### config.mk
export PLATFORM = sky130hd
export DESIGN_NAME = gmux_hsck_seq
export DESIGN_NICKNAME = d
export VERILOG_FILES = /design/src/rtl/gmux_hsck_seq.sv
export SDC_FILE = /design/constraint.sdc
export NUM_CORES = 1
export LEC_CHECK = 0
export CAP_MARGIN = 20
export CORE_ASPECT_RATIO = 0.9
export CORE_MARGIN = 8
export CORE_UTILIZATION = 47
export DETAILED_ROUTE_END_ITERATION = 6
export GPL_TIMING_DRIVEN = 0
export PLACE_DENSITY = 0.75
export SLEW_MARGIN = 0
export SYNTH_ARGS = -nofsm -noshare
export SYNTH_HDL_FRONTEND = slang
export SYNTH_SLANG_ARGS = --single-unit
export TNS_END_PERCENT = 10
### constraint.sdc
create_clock -name CLK -period 2.7 [get_ports CLK]
set_input_delay 0.405 -clock CLK [delete_from_list [all_inputs] [get_ports CLK]]
set_output_delay 0.405 -clock CLK [all_outputs]
set_load 0.005 [all_outputs]
### src/rtl/gmux_hsck_seq.sv
// Glitch-safe sequencer for the high-speed global clock mux. It gates the quadrants,
// switches the select, waits for the mux to settle, then re-enables the quadrants.
module gmux_hsck_seq #(
  parameter int GATE_CYC   = 4,
  parameter int SETTLE_CYC = 8,
  parameter int CNT_W      = 8
) (
  input  logic       CLK,
  input  logic       RSTN,
  input  logic       SEL_REQ,
  input  logic [3:0] QEN_REQ,
  input  logic       VLP_REQ,
  input  logic       DYN_EN,
  input  logic [3:0] DYN_GATE,
  output logic       SSEL,
  output logic [3:0] SEN,
  output logic [3:0] DYNEN,
  output logic [3:0] DEN,
  output logic [3:0] VLP,
  output logic       BUSY,
  output logic       DONE,
  output logic       HSCK_STATIC
);

  // state    | meaning
  // S_IDLE   | outputs stable, requests compared against current outputs
  // S_GATE   | all quadrants gated, waiting GATE_CYC cycles before the select may move
  // S_SWITCH | select changed, waiting SETTLE_CYC cycles for the mux to settle
  // S_DONE   | targets applied, one-cycle completion pulse
  typedef enum logic [1:0] {
    S_IDLE   = 2'd0,
    S_GATE   = 2'd1,
    S_SWITCH = 2'd2,
    S_DONE   = 2'd3
  } state_t;

  state_t           state_q, state_d;
  logic [CNT_W-1:0] cnt_q, cnt_d;
  logic             tgt_sel_q, tgt_sel_d;
  logic [3:0]       tgt_sen_q, tgt_sen_d;
  logic [3:0]       tgt_vlp_q, tgt_vlp_d;

  logic             ssel_d;
  logic [3:0]       sen_d, vlp_d, dynen_d, den_d;
  logic             busy_d, done_d, hsck_d;

  logic [3:0]       req_sen, req_vlp;
  logic             pending, additive;

  always_comb begin
    req_sen  = VLP_REQ ? 4'h0 : QEN_REQ;
    req_vlp  = {4{VLP_REQ}};
    pending  = (SEL_REQ != SSEL) || (req_sen != SEN) || (req_vlp != VLP);
    // Adding quadrants under an unchanged select cannot glitch the running ones.
    additive = (SEL_REQ == SSEL) && (VLP == 4'h0) && (req_vlp == 4'h0) &&
               ((req_sen & SEN) == SEN);

    state_d   = state_q;
    cnt_d     = cnt_q;
    tgt_sel_d = tgt_sel_q;
    tgt_sen_d = tgt_sen_q;
    tgt_vlp_d = tgt_vlp_q;
    ssel_d    = SSEL;
    sen_d     = SEN;
    vlp_d     = VLP;

    case (state_q)
      S_IDLE: begin
        if (pending) begin
          tgt_sel_d = SEL_REQ;
          tgt_sen_d = req_sen;
          tgt_vlp_d = req_vlp;
          if (additive) begin
            sen_d   = req_sen;
            state_d = S_DONE;
          end else begin
            sen_d   = 4'h0;
            cnt_d   = CNT_W'(GATE_CYC - 1);
            state_d = S_GATE;
          end
        end
      end
      S_GATE: begin
        if (cnt_q == '0) begin
          if (tgt_sel_q != SSEL) begin
            ssel_d  = tgt_sel_q;
            cnt_d   = CNT_W'(SETTLE_CYC - 1);
            state_d = S_SWITCH;
          end else begin
            sen_d   = tgt_sen_q;
            vlp_d   = tgt_vlp_q;
            state_d = S_DONE;
          end
        end else begin
          cnt_d = cnt_q - CNT_W'(1);
        end
      end
      S_SWITCH: begin
        if (cnt_q == '0) begin
          sen_d   = tgt_sen_q;
          vlp_d   = tgt_vlp_q;
          state_d = S_DONE;
        end else begin
          cnt_d = cnt_q - CNT_W'(1);
        end
      end
      S_DONE: begin
        state_d = S_IDLE;
      end
      default: begin
        state_d = S_IDLE;
      end
    endcase

    // Derived outputs come from next-state values so every flop agrees in the same cycle.
    busy_d  = (state_d != S_IDLE);
    done_d  = (state_d == S_DONE);
    dynen_d = {4{DYN_EN}} & sen_d;
    den_d   = busy_d ? 4'h0 : (DYN_GATE & dynen_d);
    hsck_d  = ssel_d && (sen_d == 4'hF) && (den_d == 4'h0) && (vlp_d == 4'h0);
  end

  always_ff @(posedge CLK) begin
    if (!RSTN) begin
      state_q     <= S_IDLE;
      cnt_q       <= '0;
      tgt_sel_q   <= 1'b0;
      tgt_sen_q   <= 4'h0;
      tgt_vlp_q   <= 4'h0;
      SSEL        <= 1'b0;
      SEN         <= 4'h0;
      DYNEN       <= 4'h0;
      DEN         <= 4'h0;
      VLP         <= 4'h0;
      BUSY        <= 1'b0;
      DONE        <= 1'b0;
      HSCK_STATIC <= 1'b0;
    end else begin
      state_q     <= state_d;
      cnt_q       <= cnt_d;
      tgt_sel_q   <= tgt_sel_d;
      tgt_sen_q   <= tgt_sen_d;
      tgt_vlp_q   <= tgt_vlp_d;
      SSEL        <= ssel_d;
      SEN         <= sen_d;
      DYNEN       <= dynen_d;
      DEN         <= den_d;
      VLP         <= vlp_d;
      BUSY        <= busy_d;
      DONE        <= done_d;
      HSCK_STATIC <= hsck_d;
    end
  end

endmodule

# Word-level counts from Yosys, hierarchy flattened
# Index checks and enable logic that the tools add are counted.
[word_totals]
ff_bits = 36
[op_classes]
n_addsub = 1
n_eq_ne = 15
n_mux = 27
bitwise = 3
reduce_logical = 18
[op_table]
columns = ["cell", "n"]
rows = [
  ["4-bit 2-to-1 mux", 10],
  ["8-bit 2-to-1 mux", 5],
  ["8-bit case mux with 3 select lines", 1],
  ["4-bit logical NOT", 4],
  ["4-bit AND", 3],
  ["4-bit case mux with 3 select lines", 1],
  ["8-bit logical NOT", 1],
  ["2-bit 2-to-1 mux", 4],
  ["4-bit inequality test", 2],
  ["2-bit case mux with 4 select lines", 1],
  ["4-bit case mux with 2 select lines", 1],
  ["8-bit by 1-bit subtractor with 8-bit output, second input constant", 1],
  ["2-bit == test, second input constant", 3],
  ["1-bit logical AND", 6],
  ["2-bit inequality test, second input constant", 3],
  ["5-bit AND reduction", 1],
  ["4-bit == test", 1],
  ["4-bit == test, second input constant", 1],
  ["1-bit 2-to-1 mux", 4],
  ["3-bit inequality test, second input constant", 1],
  ["3-bit nonzero test", 1],
  ["2-bit by 1-bit == test with 1-bit output, second input constant", 1],
  ["2-bit logical NOT", 1],
  ["1-bit logical OR", 2],
  ["4 further kinds", 5],
]

# Longest topological paths before layout
# Gate-level depths: netlist (run 1).
[logic_depth]
ltp_word = 13
mapped_depth = 11
mapped_depth_nobuf = 10

# Worst setup path before layout (run 1)
# OpenSTA, ideal clock, no wires.
[synth_path]
path_type = "in2reg"
startpoint = "input port QEN_REQ[3]"
endpoint = "register cnt_q[3]"
setup_ps = 133
arrival_ps = 2628
setup_slack_ps = -60
cell_stages = 10
cell_sequence = "or2b_2 ha_1 and4_1 buf_4 nand3_1 nor2_1 or4_4 or4_2 xor2_1 nor2_1"
[synth_via]
elab_chain_cells = 6
[synth_lines]
columns = ["item", "line", "source"]
rows = [
  ["from (decl)", "11", "input logic [3:0] QEN_REQ,"],
  ["4-bit 2-to-1 mux *", "51", "req_sen = VLP_REQ ? 4'h0 : QEN_REQ;"],
  ["4-bit AND / 4-bit inequality test (equally long branches)", "56, 53", ""],
  ["4-bit == test / 1-bit logical OR (equally long branches)", "56, 53", ""],
  ["1-bit logical AND / 1-bit logical OR (equally long branches)", "55, 53", ""],
  ["2-bit inequality test (no line)", "-", ""],
  ["5-bit AND reduction (no line) *", "-", ""],
  ["to (signal assigned)", "140", "cnt_q <= cnt_d;"],
  ["to (decl)", "38", "logic [CNT_W-1:0] cnt_q, cnt_d;"],
]
# Every way passes the cells marked *; elsewhere a longest branch is shown, timed or not.
# A chain may end at the register's enable or synchronous reset.

# Final worst setup path (run 1)
# Same ends and word-level chain as after synthesis.

==> flow_summary.yaml, run 1 <==
logic_synthesis:
  synth_top_area_cell: "dfxtp_1"
  syn_nets: 236
  yosysTopAreaCellShare_pct: 38.5
  ys.warnings.count: 0
  ys.flop_type: "dfxtp_1"
  netlist_top_cells_area: "dfxtp_1, ha_1, nor2b_1"
  synth-async-reset-ratio_pct: 0
  syn-cell-area_um2: 1870
  avgSynthCellArea_um2: 8.78
  synth_cell_types: 51
  synth-edff-count: 0
  syn_inst: 213
  seq_area_frac_synth_pct: 38.5
  ys_ff_latch: 36
grt:
  grt_max_degree: 13
  grt_pass1_vias: 1626
  grt_pass1_wl_um: 7530
  antenna_found_initial: 0
  grt.total_usage_pct: 15.5
  grt_overflow: 0
routing:
  vias_per_cell: 5.60
  drt_iter0_drc: 98
  firstDrtPassIters: 4
  drt-wirelength-per-cell_um: 15.3
  num_vias: 1685
  ant_nets: 0
  drcViolationCount: 0
  routed_wirelength_um: 4600
clock_tree:
  hold_buffers: 0
  clkLatencyLatePin_ns: 0.29
  clkTransAtPathRegs_ns: 0.07
  cts-htree-levels: 2
  cts_buffers: 5
  cts_tree: "done"
  cts_num_sinks: 36
  cts_buffer_depth: 2
  cts-root-buf: "clkbuf_8"
power:
  ir_drop_mv: 0.667
  p_sw_mw: 1.01
  power_frac_comb_pct: 54.3
  seqPwrFrac_pct: 30.4
  p_total_mw: 2.43
  power.internal_mw: 1.42
  p_per_area_nw_per_um2: 979
  clockPowerShare_pct: 15.3
  p_sw_share_pct: 41.5
  leakage_nw: 0.993
min_path:
  holdPathStages: 3
  min_path_type: "in2reg"
final_layout:
  area_delta_synth_final_pct: 32.6
  layout_common_cells: "dfxtp_1, clkdlybuf4s50_1, nor2_1"
  n_antenna_cell: 0
  layout.nets: 277
  layout-drive-gt1-share_pct: 18.4
  fill_cells: 319
  mostFrequentLayoutCell: "dfxtp_1"
worst_setup_path:
  worstPathArrival_ns: 2.87
  end_kind: "flop"
  worstSetupPathType: "in2reg"
  startpoint_type: "input port"
  worstRegToRegCells: 10
  path_max_fanout: 9
  required_ns: 2.87
floorplanning:
  die-area_um2: 6260
  dieHeight_um: 75.9
  initial_core_util_pct: 49.8
  core_um2: 3760
  die_w_um: 82.5
  ioPinCount: 33
  rows: 21
placed_design:
  post-dp-hpwl_um: 3350
  gp_congestion: 0.889
  dp_slack_ns: -0.742
  port_buffers: 32
timing:
  min_period_over_period_pct: 100
  finalHoldViolCount: 0
  max_freq_mhz: 370
  relSlewSlack_pct: 48.5
  clock_skew_ns: 0.00562
  fin_crit_ns: 2.70
  drv_slew: 0
  tightest_slew_ns: 0.767
  final.setup.tns_ns: 0
  finalSetupViolCount: 0
  rsz0062_at_grt: "true"
  timing.final.ws_setup_ns: 0.000384
run:
  drv_cap: 0
outcome:
  outcome: "finished clean"
-- power groups by stage --
stage	Sequential, mW	Combinational, mW	Clock (mW)
CTS	0.726	1.20	0.381
finish	0.738	1.32	0.371
global placement	0.732	1.12	0
detailed placement	0.735	1.14	0
global route	0.752	1.45	0.397
floorplan	0.714	0.888	0
-- sequential cells by signal (all words and copies together), names as in the netlist --
signal,count
BUSY,1
DEN,4
DONE,1
DYNEN,4
HSCK_STATIC,1
SEN,4
SSEL,1
VLP,4
cnt_q,8
state_q,2
tgt_sel_q,1
tgt_sen_q,4
tgt_vlp_q,1
-- layer usage --
layer / wire length (um) / track usage, % / vias to the layer above
met3: 334 / 4.13 / 4
li1: - / - / 850
met2: 2040 / 24.0 / 47
met5: 0 / 0 / -
met4: 48 / 6.12 / 0
met1: 2170 / 19.9 / 784
-- final timing paths --
| path | from | end | slack (ns) |
|---|---|---|---|
| max | QEN_REQ[3] | cnt_q[3]$_SDFFE_PN0P_ | 0.0004 |
| min | VLP_REQ | tgt_vlp_q[0]$_SDFFE_PN0P_ | 0.53 |
| max reg2reg | cnt_q[1]$_SDFFE_PN0P_ | HSCK_STATIC$_SDFF_PN0_ | 0.07 |
| min reg2reg | tgt_sen_q[0]$_SDFFE_PN0P_ | tgt_sen_q[0]$_SDFFE_PN0P_ | 0.54 |
-- kinds of logic (layout without fill, tap and decap cells) --
kind of cell               Yosys count  in the layout  synth area share (%)
xor gates and xnor gates             8              8                  3.75
and+or+nand+nor                     97             97                  29.8
DFF                                 36             36                  38.5
buffers and inverters               14             56                  3.61
adders and majority gates           10             10                  6.69
muxes                                3              3                  1.61
AOI/OAI and AO/OA                   45             45                  16.0
-- per-stage QoR --
step / instance area [um2] / hold WS, ns / util [%] / cells
2_1_floorplan: 1880 / 0.471 / - / 213
3_3_place_gp: 2260 / 0.485 / 60.0 / 291
3_5_place_dp: 2260 / 0.497 / 60.0 / 291
4_1_cts: 2410 / 0.515 / 64.1 / 298
5_1_grt: 2480 / 0.559 / 66.0 / 301
6_report: 2480 / 0.534 / 66.0 / 301
-- final cells by class --
class | instances | area, um2 | share of cell area, %
multi-input combinational | 163 | 1210 | 49.0
sequential | 36 | 723 | 29.1
timing repair buffer | 35 | 338 | 13.6
clock buffer | 5 | 68.8 | 2.77
tap | 46 | 57.6 | 2.32
buffer | 5 | 30.0 | 1.21
inverter | 8 | 30.0 | 1.21
clock inverter | 3 | 18.8 | 0.756
-- synthesized netlist by cell type, types with 2 or more instances --
| master | instances |
|---|---|
| dfxtp_1 | 36 |
| nor2_1 | 17 |
| nand2_1 | 13 |
| nor2b_1 | 12 |
| ha_1 | 10 |
| o21ai_0 | 10 |
| a21oi_1 | 9 |
| inv_1 | 8 |
| nor3_1 | 8 |
| and3_1 | 7 |
| and2_1 | 6 |
| nor4_1 | 6 |
| xor2_1 | 5 |
| a22oi_1 | 4 |
| nand3_1 | 4 |
| a21o_1 | 3 |
| clkbuf_1 | 3 |
| mux2i_1 | 3 |
| o21a_1 | 3 |
| or3_1 | 3 |
| xnor2_1 | 3 |
| a211oi_1 | 2 |
| and4_1 | 2 |
| nand2b_1 | 2 |
| nand4_1 | 2 |
| nor3b_1 | 2 |
| o211a_1 | 2 |
| o21ai_1 | 2 |
| o22ai_1 | 2 |
| or2_2 | 2 |
| or3_2 | 2 |
-- critical path, cell delays in order --
cell	delay [ns]
clkdlybuf4s50_1	0.44
or2b_4	0.28
ha_4	0.21
and4_4	0.18
nand3_4	0.11
nor2_4	0.05
or4_4	0.57
or4_4	0.43
xor2_1	0.14
nor2_1	0.05
-- what timing repair did --
action,in CTS,in global routing
setup buffers,0,3
endpoints found under the setup margin,23,13
endpoints found under the hold margin,0,0
resized for setup,17,17
pin swaps,4,8
Power figures use the tool's default switching activity.
==> run 2: changes to the inputs <==
Settings changed: ABC_AREA from default to 1, CORE_ASPECT_RATIO 0.9 to 1.5, CORE_MARGIN 8 to 4, CORE_UTILIZATION 47 to 49, PLACE_DENSITY 0.75 to 0.76.
==> run 2 against run 1 <==
  * Sequential power increased by 4.2%
  * Count of clock-buffer cells in the layout increased by 1
  * Worst hold slack worse by 0.040 ns
  * Critical endpoint is now HSCK_STATIC$_SDFF_PN0_
  * Largest power group unchanged
  * Highest routed layer unchanged
==> flow_summary.yaml, run 2 <==
outcome:
  outcome: "finished clean"
timing:
  finalHoldViolCount: 0
  drv_slew: 0
  clock_skew_ns: 0.00791
  final.setup.tns_ns: 0
  relSlewSlack_pct: 69.3
  min_period_over_period_pct: 88.8
  max_freq_mhz: 417
  finalSetupViolCount: 0
  rsz0062_at_grt: "false"
  tightest_slew_ns: 0.460
  fin_crit_ns: 2.40
  timing.final.ws_setup_ns: 0.303
logic_synthesis:
  synth-async-reset-ratio_pct: 0
  syn-cell-area_um2: 2170
  netlist_top_cells_area: "dfxtp_1, nand2_1, inv_1"
  yosysTopAreaCellShare_pct: 33.2
  synth_top_area_cell: "dfxtp_1"
  netlist_top_cells_count: "nand2_1, dfxtp_1, inv_1"
  seq_area_frac_synth_pct: 33.2
  ys.flop_type: "dfxtp_1"
  ys_ff_latch: 36
  synth-edff-count: 0
  ys.warnings.count: 0
  syn_nets: 327
  avgSynthCellArea_um2: 7.13
  synth_cell_types: 40
  syn_inst: 304
  synth.most_common_cell: "nand2_1"
clock_tree:
  clkTransAtPathRegs_ns: 0.08
  post_cts_buffers: 0
  cts-root-buf: "clkbuf_8"
  cts_num_sinks: 36
  cts_tree: "done"
  cts_buffers: 5
  clkLatencyLatePin_ns: 0.29
  cts_resized: 0
  hold_buffers: 0
  cts_buffer_depth: 2
  cts-htree-levels: 2
final_layout:
  top_register: "cnt_q"
  n_antenna_cell: 0
  mostFrequentLayoutCell: "nand2_1"
  layout_common_cells: "nand2_1, dfxtp_1, inv_1"
  area_delta_synth_final_pct: 21.9
  largest_reg_flops: 8
  layout.nets: 366
  layout-drive-gt1-share_pct: 16.0
grt:
  antenna_found_initial: 0
  grt.total_usage_pct: 19.2
  grt_pass1_wl_um: 8520
  grt_max_degree: 13
  grt_overflow: 0
  grt_pass1_vias: 1998
placed_design:
  post-dp-hpwl_um: 3980
  dp_slack_ns: -0.00174
  port_buffers: 32
  gp_congestion: 0.883
floorplanning:
  die-area_um2: 5580
  die_w_um: 62.3
  core_um2: 4250
  ioPinCount: 33
  rows: 29
  initial_core_util_pct: 51.1
  dieHeight_um: 89.5
power:
  ir_drop_mv: 0.802
  leakage_nw: 1.27
  p_per_area_nw_per_um2: 1150
  p_total_mw: 3.03
routing:
  firstDrtPassIters: 5
  drt-wirelength-per-cell_um: 12.8
  vias_per_cell: 5.09
  drt_iter0_drc: 92
  num_vias: 1984
  drcViolationCount: 0
  routed_wirelength_um: 4980
  ant_nets: 0
worst_setup_path:
  worstPathArrival_ns: 2.60
  crit_family: "simple AND/OR/NAND/NOR gates"
  cp_slowest_cell: "clkdlybuf4s50_1"
  r2r_slack_ns: 0.78
  worstSetupPathType: "in2reg"
  cp_common_cell: "nand2_1"
  crit_buf_inv: 3
  startpoint_type: "input port"
  end_kind: "flop"
  slowest_delay_ns: 0.52
  required_ns: 2.90
  crit_chain: "clkdlybuf4s50_1 > inv_2 > nand2_1 > ha_1 > nand2_1 > nor2_1 > and2_4 > nand2_4 > nand2_4 > inv_8 > o21ai_4 > o211ai_1 > nand2_1 > nor2_2"
  path_max_fanout: 10
run:
  drv_cap: 0
min_path:
  min_path_type: "reg2reg"
[run 2: report_power, final]
part / leakage [nW] / internal, mW / switching [mW]
Sequential: 0.294 / 0.670 / 0.0983
Combinational: 0.935 / 0.666 / 1.19
Clock: 0.0434 / 0.206 / 0.202
[run 2: logic make-up (layout without fill, tap and decap cells)]
group,after synthesis,in the layout,share of synthesized area [%]
simple gates,166,166,39.3
buf+inv,49,89,9.75
compound gates,41,41,11.1
flops,36,36,33.2
fa+ha+maj,10,10,5.77
xor+xnor,2,2,0.808
[run 2: through the flow]
step	cells	util, %	cell area, um2	hold WS (ns)
4_1_cts	390	62.3	2640	0.497
3_3_place_gp	382	60.0	2550	0.473
5_1_grt	390	62.3	2640	0.519
6_report	390	62.3	2640	0.495
3_5_place_dp	382	60.0	2550	0.486
2_1_floorplan	304	-	2170	0.455
[run 2: cell type report]
type	count	area, um2
Buffer	5	33.8
Clock buffer	6	82.6
Clock inverter	2	15.0
Fill cell	385	1600
Inverter	44	178
Multi-Input combinational cell	219	1240
Sequential cell	36	721
Tap cell	46	57.6
Timing Repair Buffer	32	320
[run 2: worst reg2reg max path, stage by stage, from the launching register on]
cell and delay [ns]:
dfxtp_1 0.35, inv_1 0.11, ha_1 0.30, inv_2 0.09, nor2_2 0.10, nand3_2 0.09
nor2_4 0.19, nand3b_1 0.10, nand2_1 0.07, nand2_1 0.05, nand2_1 0.08, inv_1 0.04
nor2_1 0.15, nand2_1 0.08, nor2_2 0.07
[run 2: routing by layer]
layer	up-vias	wire length (um)	track usage [%]
li1	1041	-	-
met1	889	1890	17.9
met2	41	2690	37.5
met3	13	214	5.16
met4	0	179	10.8
met5	-	0	0
[run 2: path summary, 6_finish.rpt]
kind / to / from / cells after the start
hold / removal: cnt_q[6]$_SDFFE_PN0P_ / cnt_q[6]$_SDFFE_PN0P_ / 2
setup reg to reg: HSCK_STATIC$_SDFF_PN0_ / state_q[0]$_SDFF_PN0_ / 14
setup / recovery: HSCK_STATIC$_SDFF_PN0_ / VLP_REQ / 14
hold reg to reg: cnt_q[6]$_SDFFE_PN0P_ / cnt_q[6]$_SDFFE_PN0P_ / 2
==> run 3: changes to the inputs <==
Settings changed: PLACE_DENSITY 0.76 to default, PLACE_DENSITY_LB_ADDON from default to 0.15.
==> run 3 against run 2 <==
  * Count of clock-buffer cells in the layout fell by 1
  * Clock skew decreased by 0.0048 ns
  * Critical endpoint unchanged
  * First-iteration DRC count is 25% lower
==> flow_summary.yaml, run 3 (synthesized netlist as in run 2, its figures left out) <==
outcome:
  outcome: "finished clean"
timing:
  tightest_slew_ns: 0.418
  relSlewSlack_pct: 72.2
  min_period_over_period_pct: 88.5
  max_freq_mhz: 419
  rsz0062_at_grt: "false"
  clock_skew_ns: 0.00310
  finalSetupViolCount: 0
  final.setup.tns_ns: 0
  finalHoldViolCount: 0
  holdWs_ns: 0.483
  fin_crit_ns: 2.39
  drv_slew: 0
grt:
  grt_pass1_wl_um: 8400
  grt.total_usage_pct: 18.8
  grt_pass1_vias: 1960
  grt_overflow: 0
  antenna_found_initial: 0
  grt_max_degree: 14
min_path:
  holdPathStages: 2
  hold_end: "cnt_q[4]$_SDFFE_PN0P_"
  min_path_type: "reg2reg"
  min-delay-start: "cnt_q[4]$_SDFFE_PN0P_"
final_layout:
  area_delta_synth_final_pct: 21.7
  mostFrequentLayoutCell: "nand2_1"
  n_antenna_cell: 0
  largest_reg_flops: 8
  top_register: "cnt_q"
  layout.nets: 366
  layout-drive-gt1-share_pct: 16.0
  layout_common_cells: "nand2_1, dfxtp_1, inv_1"
clock_tree:
  cts-htree-levels: 2
  cts_buffers: 5
  cts_tree: "done"
  post_cts_buffers: 0
  clkLatencyLatePin_ns: 0.29
  clkTransAtPathRegs_ns: 0.08
  cts_num_sinks: 36
  cts_resized: 0
  cts-root-buf: "clkbuf_8"
  cts_buffer_depth: 2
  hold_buffers: 0
worst_setup_path:
  reg2reg_to: "HSCK_STATIC$_SDFF_PN0_"
  worstRegToRegCells: 14
  end_kind: "flop"
  worstSetupPathType: "in2reg"
  path_max_fanout: 10
  worstPathArrival_ns: 2.59
  required_ns: 2.90
  rr_startpoint: "state_q[0]$_SDFF_PN0_"
  startpoint_type: "input port"
  r2r_slack_ns: 0.81
floorplanning:
  ioPinCount: 33
  core_um2: 4250
  dieHeight_um: 89.5
  initial_core_util_pct: 51.1
  die_w_um: 62.3
  die-area_um2: 5580
  rows: 29
run:
  drv_cap: 0
routing:
  drcViolationCount: 0
  vias_per_cell: 5.08
  drt-wirelength-per-cell_um: 12.7
  drt_iter0_drc: 69
  firstDrtPassIters: 4
  routed_wirelength_um: 4940
  num_vias: 1982
  ant_nets: 0
power:
  leakage_nw: 1.27
  p_total_mw: 3.01
  ir_drop_mv: 0.911
  p_per_area_nw_per_um2: 1140
placed_design:
  port_buffers: 32
  gp_congestion: 0.925
  post-dp-hpwl_um: 4030
[run 3: changes by cell type in the layout (fill, tap and decap cells not counted)]
cell,previous run,this run
clkbuf_8,6,5
clkinv_4,1,2
[run 3: final cells by class]
cell class / instances / area, um2
well taps: 46 / 57.6
fillers: 409 / 1610
flip-flops and latches: 36 / 721
multi-input cells: 219 / 1240
clock buffers: 5 / 68.8
clock inverters: 3 / 23.8
repair buffers: 32 / 320
plain buffers: 5 / 33.8
inverters: 44 / 178
[run 3: per-layer routing]
| metal | global-route usage, % | vias to the layer above | wire length [um] | part of all wire, % |
|---|---|---|---|---|
| met4 | 8.11 | 0 | 87 | 1.8 |
| met3 | 4.28 | 6 | 199 | 4.0 |
| met5 | 0 | - | 0 | 0 |
| met2 | 37.9 | 33 | 2780 | 56 |
| li1 | - | 1041 | - | - |
| met1 | 17.9 | 902 | 1880 | 38 |
[run 3: per-stage QoR]
step	cells	setup slack [ns]	utilization, %	area [um2]
2_1_floorplan	304	0.854	-	2170
3_5_place_dp	382	0.0153	60.0	2550
5_1_grt	390	0.165	62.2	2640
3_3_place_gp	382	-0.00118	60.0	2550
4_1_cts	390	0.309	62.2	2640
6_report	390	0.311	62.2	2640
[run 3: worst max-delay path, cell delays in order]
cell and delay (ns):
clkdlybuf4s50_1 0.54, inv_2 0.17, nand2_1 0.12, ha_1 0.29
nand2_1 0.05, nor2_1 0.10, and2_4 0.17, nand2_4 0.08
nand2_4 0.12, inv_8 0.06, o21ai_4 0.23, o211ai_1 0.13
nand2_1 0.09, nor2_2 0.04
[run 3: worst max-delay path by stage]
stage                       start                      to  slack, ns  cells after the start
after global routing      VLP_REQ  HSCK_STATIC$_SDFF_PN0_       0.17                     14
after global placement    VLP_REQ  HSCK_STATIC$_SDFF_PN0_     -0.001                     14
final                     VLP_REQ  HSCK_STATIC$_SDFF_PN0_       0.31                     14
after detailed placement  VLP_REQ  HSCK_STATIC$_SDFF_PN0_       0.02                     14
after floorplan           VLP_REQ  HSCK_STATIC$_SDFF_PN0_       0.85                     13
after CTS                 VLP_REQ  HSCK_STATIC$_SDFF_PN0_       0.31                     14
[run 3: power breakdown]
part           leakage [nW]  switching [mW]  internal [mW]
registers             0.294          0.0980          0.670
clock network        0.0404           0.212          0.183
logic                 0.935            1.19          0.666
